<file path="config.mk">
export PLATFORM = sky130hd
export DESIGN_NAME = sw_debounce
export DESIGN_NICKNAME = d
export VERILOG_FILES = /design/src/rtl/sw_debounce.sv
export SDC_FILE = /design/constraint.sdc
export NUM_CORES = 1
export LEC_CHECK = 0
export CAP_MARGIN = 20
export CORE_MARGIN = 2
export CORE_UTILIZATION = 60
export CTS_BUF_LIST = sky130_fd_sc_hd__clkbuf_4 sky130_fd_sc_hd__clkbuf_8
export CTS_CLUSTER_SIZE = 30
export DETAILED_ROUTE_END_ITERATION = 10
export DONT_BUFFER_PORTS = 1
export GPL_TIMING_DRIVEN = 0
export PLACE_DENSITY = 0.87
export SLEW_MARGIN = 10
export SYNTH_ARGS = -nofsm -noshare
export SYNTH_HDL_FRONTEND = slang
export SYNTH_SLANG_ARGS = --single-unit
</file>
<file path="constraint.sdc">
create_clock -name clk -period 2.4 [get_ports clk]
set_clock_uncertainty 0.2 [all_clocks]
set_input_delay 0.72 -clock clk [delete_from_list [all_inputs] [get_ports clk]]
set_output_delay 0.72 -clock clk [all_outputs]
set_load 0.02 [all_outputs]
</file>
<file path="src/rtl/sw_debounce.sv">
// Per-bit two-flop synchroniser and stability-counter debouncer for slide switches.
// Define SW_DEBOUNCE_EDGE_EN to build the registered rise/fall pulse outputs.
module sw_debounce #(
  parameter int WIDTH           = 2,
  parameter int DEBOUNCE_CYCLES = 1000000
) (
  input  logic             clk,
  input  logic             rst_n,
  input  logic [WIDTH-1:0] sw_raw,
  output logic [WIDTH-1:0] sw_clean,
  output logic [WIDTH-1:0] sw_rise,
  output logic [WIDTH-1:0] sw_fall,
  output logic [WIDTH-1:0] sw_busy
);

  localparam int CNT_W = $clog2(DEBOUNCE_CYCLES + 1);
  localparam logic [CNT_W-1:0] CNT_LAST = CNT_W'(DEBOUNCE_CYCLES - 1);

  logic [WIDTH-1:0] s1;
  logic [WIDTH-1:0] s2;
  logic [CNT_W-1:0] cnt [WIDTH];
  logic [WIDTH-1:0] commit;

  always_ff @(posedge clk or negedge rst_n) begin
    if (!rst_n) begin
      s1 <= '0;
      s2 <= '0;
    end else begin
      s1 <= sw_raw;
      s2 <= s1;
    end
  end

  // With DEBOUNCE_CYCLES = 1 the commit fires straight from idle since CNT_LAST is 0.
  always_comb begin
    commit  = '0;
    sw_busy = '0;
    for (int i = 0; i < WIDTH; i++) begin
      commit[i]  = (s2[i] != sw_clean[i]) && (cnt[i] == CNT_LAST);
      sw_busy[i] = (cnt[i] != '0);
    end
  end

  always_ff @(posedge clk or negedge rst_n) begin
    if (!rst_n) begin
      sw_clean <= '0;
      for (int i = 0; i < WIDTH; i++) begin
        cnt[i] <= '0;
      end
    end else begin
      for (int i = 0; i < WIDTH; i++) begin
        if (s2[i] == sw_clean[i]) begin
          cnt[i] <= '0;
        end else if (commit[i]) begin
          sw_clean[i] <= s2[i];
          cnt[i]      <= '0;
        end else begin
          cnt[i] <= cnt[i] + 1'b1;
        end
      end
    end
  end

`ifdef SW_DEBOUNCE_EDGE_EN
  always_ff @(posedge clk or negedge rst_n) begin
    if (!rst_n) begin
      sw_rise <= '0;
      sw_fall <= '0;
    end else begin
      sw_rise <= commit & s2;
      sw_fall <= commit & ~s2;
    end
  end
`else
  assign sw_rise = '0;
  assign sw_fall = '0;
`endif

endmodule

</file>
# Word-level counts from Yosys, hierarchy flattened
# Cells that the tools add are included.
word_totals:
  ff_bits: 46
  in_bits: 4
  out_inout_bits: 8
  elab_cells: 26
op_classes:
  add_sub_neg: 2
  eq_ne: 6
  n_mux: 4
  bitwise: 2
  n_reduce_logical: 6
op_table:
  columns: ["op", "count"]
  rows:
  - ["$mux 20", 4]
  - ["$add 20x1->20 const B", 2]
  - ["$eq 20x20->1 const B", 2]
  - ["$reduce_bool 20->1", 2]
  - ["$reduce_and 2->1", 2]
  - ["$eq 1x1->1", 2]
  - ["$logic_and 1x1->1", 2]
  - ["$ne 1x1->1", 2]
  - ["$not 1->1", 2]

# Logic depth before layout (Yosys ltp)
# Gate-level depths: netlist of the first run.
depth:
  depth_word: 4
  depth_mapped: 6
  mapped_depth_nobuf: 5

# Worst setup path after synthesis of the first run
# OpenSTA, ideal clock, no wires.
synth_timing:
  kind: "register to output"
  startpoint: "register cnt[12] in the netlist's numbering"
  endpoint: "output sw_busy[1]"
  arrival_ns: 1.473
  t_required_ns: 1.480
  setup_slack_ns: 0.007
  stages_incl_launch_ff: 4
  path_buffers: 0
  cell_sequence: "dfrtp_1 -> nor4_1 -> nand4_1 -> or4b_1"
synth_between:
  elab_chain_cells: 1
synth_rtl:
  columns: ["item", "line", "text"]
  rows:
  - ["start: declaration", "21", "logic [CNT_W-1:0] cnt [WIDTH];"]
  - ["start signal: indexed assignment", "58", "cnt[i] <= cnt[i] + 1'b1;"]
  - ["$reduce_bool 20->1", "40", "sw_busy[i] = (cnt[i] != '0);"]
  - ["end: declaration", "13", "output logic [WIDTH-1:0] sw_busy"]
# No other way between the ends.

# Worst setup path after layout of the first run
layout_timing:
  startpoint: "register cnt[15] in the netlist's numbering"
  endpoint: "output sw_busy[1]"
# The elaborated chain is that of the path after synthesis.

==> results by group, run 1 <==
Synth
  – Synth Register Bits: 46
  – EDFF count, synth: 0
  – Seq/Total Area, Yosys: approximately half
  – Synth async-reset ratio: 100%
  – Post-synth top flop: dfrtp_1
  – Distinct cells, synth: 32
  – Post-Syn Instances: roughly 240
  – Cell area after synthesis: about 0.0023 mm²
  – Mapped Avg Cell Area: between 9 and 10 µm²
  – YS warnings: 0

STA
  – Setup TNS: -0.404 ns
  – Max Clock Freq: 369 MHz
  – Worst hold slack: 0.0383 ns
  – Max-slew violation count: 0
  – Hold Violations, Final: 0
  – RSZ-0062 raised after global routing: true
  – Final period utilization: 113%
  – Final setup fails: 11
  – Final WS setup: -0.307 ns
  – Final min period: ~2.7 ns

Route
  – Vias post-DR: 1937
  – DRT iter0 DRCs: around 280
  – DR vias/cell: ~6.3
  – Drt drc: 0
  – Remaining antenna violation count after routing: 0
  – Pre-antenna DRT Iters: 5
  – DRT Wirelength: a little under 6 mm
  – WL per Instance: between 15 and 20 µm

Floorplanning
  – Die area: around 0.0044 mm²
  – Die X: between 60 and 70 µm
  – Die height: 66.6 µm
  – Initial Util: between 60% and 70%
  – Num rows: 22
  – Core area: approximately 0.0037 mm²
  – Count of boundary I/O pins: 12

Final layout
  – Synthesis-to-layout area growth: 18.4%
  – Ant diodes: 0
  – Layout cells sized above 1: about a quarter
  – Fin nets: about 270
  – Finished Cell Area: ~0.0028 mm²

Clock network
  – Clock root buffer: clkbuf_8
  – Reg clk slew, reported paths: roughly 0.09 ns
  – Clk sink count: 46
  – TritonCTS clock tree: done
  – Number of CTS-inserted buffers: 5
  – CTS max path bufs: 2
  – Later-pin clock latency in the skew report: 0.31 ns
  – H-tree Lvls: 2

Setup path
  – Levels on crit path: 3
  – Critical path capture point type: output port
  – Worst setup SP type: flop
  – Reg-to-reg slack, setup: -0.02 ns
  – CP Max Fanout: 3
  – WP buf/inv: 0
  – R2R cell count: 6
  – Worst path cell trace: nor4_4 > nand4_1 > or4b_4
  – Crit-path max cell delay: 0.56 ns
  – Worst EP required: between 1 and 1.5 ns
  – Crit path max-delay family: simple AND/OR/NAND/NOR gates
  – Critical Path Slowest Stage Cell: or4b_4
  – Crit Path Category: reg -> out
  – Critical Path AT: between 1.5 and 2 ns

Place
  – GPL Wtd Cong: around 0.85
  – Hpwl dp: 3.03 mm
  – Port bufs: 0
  – DP Area: 0.00242 mm²

Pwr
  – Total power: roughly 1600 µW
  – IR Drop Worst-Case VDD: approximately 0.33 mV
  – Power Dens Cells: slightly below 600 mW/mm²
  – Logic pwr share: 5.8%
  – Cell leakage power: between 0.001 and 0.0015 µW
  – Sw Pwr: 346 µW
  – Clock Power Share: ~44%
  – Int Pwr: roughly 1300 µW
  – Flop pwr share: around 50%
  – Sw Ratio: ~21%

Outcome
  – Status: finished, violations left
  – Failing checks: setup timing

Worst hold path
  – Hold WC Path Type: in -> async

GRT
  – GRT Resource Usage Total: a little over a quarter
  – Number of global-route vias before repair: 1761
  – Largest net degree at the start of global routing: 47
  – First-pass GRT wire length: just under 9 mm
  – Grt ovf: 0
  – Initial antenna violation count: 0

Run
  – Max Cap Viol: 0
-- registers in the layout, summed over array words and instances (netlist names) --
register  cells
s2            2
sw_clean      2
cnt          40
s1            2
-- final timing paths --
check	start	to
worst max-delay path	cnt[15]	sw_busy[1]
worst min-delay path	rst_n	cnt[23]
worst max register to register	cnt[1]	cnt[10]
worst min register to register	s1[1]	s2[1]
max in group asynchronous	rst_n	cnt[9]
min in group clk	s1[1]	s2[1]
-- cell type report --
| class | count | area (µm²) |
|---|---|---|
| clock buffers | 6 | 82.6 |
| fillers | 206 | 933 |
| inverters | 13 | 48.8 |
| well taps | 48 | 60.1 |
| flip-flops and latches | 46 | 1170 |
| plain buffers | 6 | 42.5 |
| repair buffers | 12 | 110 |
| multi-input cells | 174 | 1210 |
| clock inverters | 2 | 60.1 |
-- metrics by stage --
step / util [%] / cells / worst slack (ns)
4_1_cts: 71.4 / 300 / -0.298
3_5_place_dp: 65.2 / 288 / -0.141
2_1_floorplan: - / 240 / 0.00652
3_3_place_gp: 65.2 / 288 / -0.145
5_1_grt: 74.9 / 307 / -0.367
6_report: 74.9 / 307 / -0.307
-- power by group through the flow --
| stage | combinational (µW) | clock, µW | sequential (µW) |
|---|---|---|---|
| 2_1_floorplan | 54.2 | 0 | 809 |
| 3_3_place_gp | 62.4 | 0 | 810 |
| 3_5_place_dp | 64.9 | 0 | 811 |
| 4_1_cts | 90.0 | 714 | 796 |
| 5_1_grt | 103 | 750 | 801 |
| 6_report | 92.7 | 715 | 800 |
-- cells by family after synthesis --
kind of cell	share of synthesized area, %
buffers and inverters	4.10
multiplexers	1.81
adder cells (fa/ha/maj)	2.13
AO/OA/AOI/OAI	3.57
XOR/XNOR	11.9
AND/OR/NAND/NOR	27.3
flip-flops	49.0
other	0.160
-- layout by cell type, fill, tap and decap left out, drive strengths merged, types with 3 or more instances in the layout --
cell    synthesis  layout
or2             3       3
o21ai           3       3
nand2          11      11
buf             7      18
o31ai           3       3
nand3          15      15
xnor2          26      26
ha              4       4
clkbuf          0       6
nor3            9       9
inv            13      13
xor2            6       6
nor4           19      19
conb            1       4
nand4          10      10
a21oi           4       4
dfrtp          46      46
nor2           44      44
-- timing repair --
item / in CTS / in global routing
pin swaps: 3 / 4
hold buffers: 1 / 0
endpoints found under the hold margin: 46 / 0
buffers inserted: 3 / 8
endpoints found under the setup margin: 2 / 12
resized for setup: 8 / 20
-- per-layer routing --
layer	routed length (µm)	vias to the layer above	share of wire, %	track usage (%)
met5	0	-	0	0
met4	173	0	3.0	9.95
met3	520	22	9.0	6.25
met2	2740	112	47	40.5
met1	2370	950	41	36.3
li1	-	853	-	-
-- synth_stat cells (all sizes together), types with 3 or more instances --
library cell	number	area share, %
a21oi	4	0.85
buf	7	2.0
dfrtp	46	49
ha	4	2.1
inv	13	2.1
nand2	11	1.8
nand3	15	3.2
nand4	10	3.8
nor2	44	7.0
nor3	9	1.9
nor4	19	5.9
o21ai	3	0.80
o31ai	3	1.5
or2	3	0.80
xnor2	26	9.7
xor2	6	2.2
Power figures use the tool's default switching activity.
==> run 2, diff against run 1 <==
- CAP_MARGIN: 20 -> default
- GPL_ROUTABILITY_DRIVEN: default -> 0
- clock period: 2.4 -> 3.1 ns (I/O delays scaled with it)
==> run 2 against run 1 <==
  * The run now ends clean
  * Via count shrank 8.5%
  * Wire length shrank 19%
  * Non-clock buffer count shrank 11
  * Clock power shrank 23%
  * Total power shrank 24%
  * Highest routed layer unchanged
  * Largest cell class is now sequential cells
  * Final cell count shrank 3.6%
  * Sequential power shrank 23%
  * Global-route usage shrank 1.6 points
  * Sequential share of layout area grew 2.8 points
  * Critical endpoint unchanged
  * First-iteration DRC count shrank 4.6%
  * Combinational power shrank 42%
==> results by group, run 2 (synthesis results as in run 1) <==
Setup path
  – Critical path capture point type: output port (unchanged)
  – Worst setup SP type: flop (unchanged)
  – Crit Path Category: reg -> out (unchanged)
  – CP Max Fanout: 6 (was 3)
  – Critical Path AT: 1.89 ns (was 1.79 ns)
  – Worst EP required: 1.97 ns (was 1.48 ns)
  – R2R cell count: 6 (unchanged)

GRT
  – GRT Resource Usage Total: 24.9% (was 26.4%)
  – Initial antenna violation count: 0 (unchanged)
  – Grt ovf: 0 (unchanged)
  – Met3 Usage GRT: 6.59% (was 6.25%)
  – Grt met2 use: 36.5% (was 40.5%)
  – First-pass GRT wire length: 8.24 mm (was 8.76 mm)
  – M1 GR Usage: 34.7% (was 36.3%)
  – Number of global-route vias before repair: 1711 (was 1761)
  – Gr busiest metal: met2 (unchanged)
  – Largest net degree at the start of global routing: 47 (unchanged)

Route
  – Vias post-DR: 1773 (was 1937)
  – Remaining antenna violation count after routing: 0 (unchanged)
  – Pre-antenna DRT Iters: 5 (unchanged)
  – DRT Wirelength: 4.71 mm (was 5.80 mm)
  – WL per Instance: 15.9 µm (was 18.9 µm)
  – DRT iter0 DRCs: 268 (was 281)
  – Drt drc: 0 (unchanged)
  – DR vias/cell: 5.99 (was 6.31)

STA
  – Final period utilization: between 90% and 100%
  – Max-slew violation count: 0 (unchanged)
  – Final setup fails: 0 (was 11)
  – Worst slew margin: between 60% and 70%
  – Hold Violations, Final: 0 (unchanged)
  – RSZ-0062 raised after global routing: false (was true)
  – Setup TNS: 0 ns (was -0.404 ns)
  – Final min period: 3.02 ns
  – Tightest Pin Transition: around 0.50 ns
  – Max Clock Freq: ~330 MHz

Clock network
  – Later-pin clock latency in the skew report: 0.31 ns (about the same)
  – TritonCTS clock tree: done (unchanged)
  – Clk sink count: 46 (unchanged)
  – CTS max path bufs: 2 (unchanged)
  – Reg clk slew, reported paths: 0.09 ns (about the same)
  – Clock root buffer: clkbuf_8 (unchanged)
  – Postcts setup bufs: 0 (was 3)
  – Number of CTS-inserted buffers: 5 (unchanged)
  – H-tree Lvls: 2 (unchanged)

Run
  – Max Cap Viol: 0 (unchanged)

Floorplanning
  – Num rows: 22 (unchanged)
  – Die X: 66.6 µm (unchanged)
  – Die height: 66.6 µm (unchanged)
  – Initial Util: 63.2% (unchanged)
  – Core area: 0.00372 mm² (unchanged)
  – Die area: 0.00443 mm² (unchanged)
  – Count of boundary I/O pins: 12 (unchanged)

Place
  – Port bufs: 0 (unchanged)
  – Hpwl dp: 3.03 mm (unchanged)
  – Placed Cells: 288 (unchanged)

Pwr
  – Power Dens Cells: 474 mW/mm² (was 578 mW/mm²)
  – IR Drop Worst-Case VDD: 0.197 mV (was 0.332 mV)
  – Cell leakage power: 0.00106 µW (was 0.00114 µW)

Final layout
  – Ant diodes: 0 (unchanged)
  – Synthesis-to-layout area growth: 9.53% (was 18.4%)
  – Most common cell after layout, fill and taps aside: dfrtp_1 (was nor2_1)
  – Most frequent cells in the layout: dfrtp_1 (46), nor2_1 (44), xnor2_1 (26) (was nor2_1 (43), dfrtp_1 (33), xnor2_1 (26))
  – Layout Cells excl Fill: 296 (was 307)
  – Layout cells sized above 1: 11.7% (was 23.6%)
  – Register Area: 0.00115 mm² (was 0.00117 mm²)
  – Final-layout fill cell count: 248 (was 206)
  – Max reg flops: 40 (unchanged)
  – Fin nets: 255 (was 266)
  – Multi-input gate area: 0.00112 mm² (was 0.00121 mm²)
  – Most flops, register: cnt (unchanged)

Worst hold path
  – Hold WC Path Type: in -> async (unchanged)

Outcome
  – Status: finished clean (was finished, violations left)
-- run 2: cell count changes in the layout (fill, tap and decap cells not counted), sizes merged --
cell,before,now
buf,18,7
-- run 2: timing repair --
action / 4_1_cts / 5_1_grt
endpoints found under the hold margin: 0 / 0
pin swaps: 0 / 0
endpoints found under the setup margin: 1 / 1
hold buffers: 0 / 0
resized for setup: 1 / 1
-- run 2: through the flow --
stage | worst slack, ns | hold WS [ns] | util (%) | total power, µW | area, µm²
after floorplan | 0.497 | 0.131 | - | 668 | 2360
after global placement | 0.345 | 0.135 | 65.2 | 676 | 2420
after detailed placement | 0.349 | 0.142 | 65.2 | 678 | 2420
after CTS | 0.0101 | 0.103 | 69.2 | 1220 | 2570
after global routing | 0.00478 | 0.0915 | 69.3 | 1260 | 2570
final | 0.0781 | 0.108 | 69.3 | 1220 | 2570
-- run 2: report_power, final --
group / total (µW) / switching, µW / internal [µW]
clock network: 550 / 207 / 344
logic: 53.5 / 34.0 / 19.5
registers: 616 / 7.74 / 608
total: 1220 / 248 / 972
-- run 2: layout make-up --
| cell class | count | area share [%] |
|---|---|---|
| Buffer | 7 | 1.85 |
| Clock buffer | 6 | 3.21 |
| Clock inverter | 2 | 2.33 |
| Inverter | 13 | 1.90 |
| Multi-Input combinational cell | 174 | 43.7 |
| Sequential cell | 46 | 44.7 |
| Tap cell | 48 | 2.33 |
-- run 2: worst max-delay path: stages (launching register included) --
cell and delay (ns):
dfrtp_1 0.46, nor4_1 0.37, nand4_1 0.16, or4b_4 0.60
-- run 2: worst paths after layout --
path                       startpoint  slack [ns]         end
min in group clk                s1[1]        0.16       s2[1]
setup / recovery              cnt[12]        0.08  sw_busy[1]
max in group asynchronous       rst_n        2.50       s2[0]
hold / removal                  rst_n        0.11     cnt[29]
hold reg to reg                 s1[1]        0.16       s2[1]
setup reg to reg               cnt[0]        0.72     cnt[12]
-- run 2: routing by layer --
metal,vias to the layer above,wire [µm]
met5,-,0
met4,0,64
met2,81,2210
met1,846,2090
met3,8,346
li1,838,-
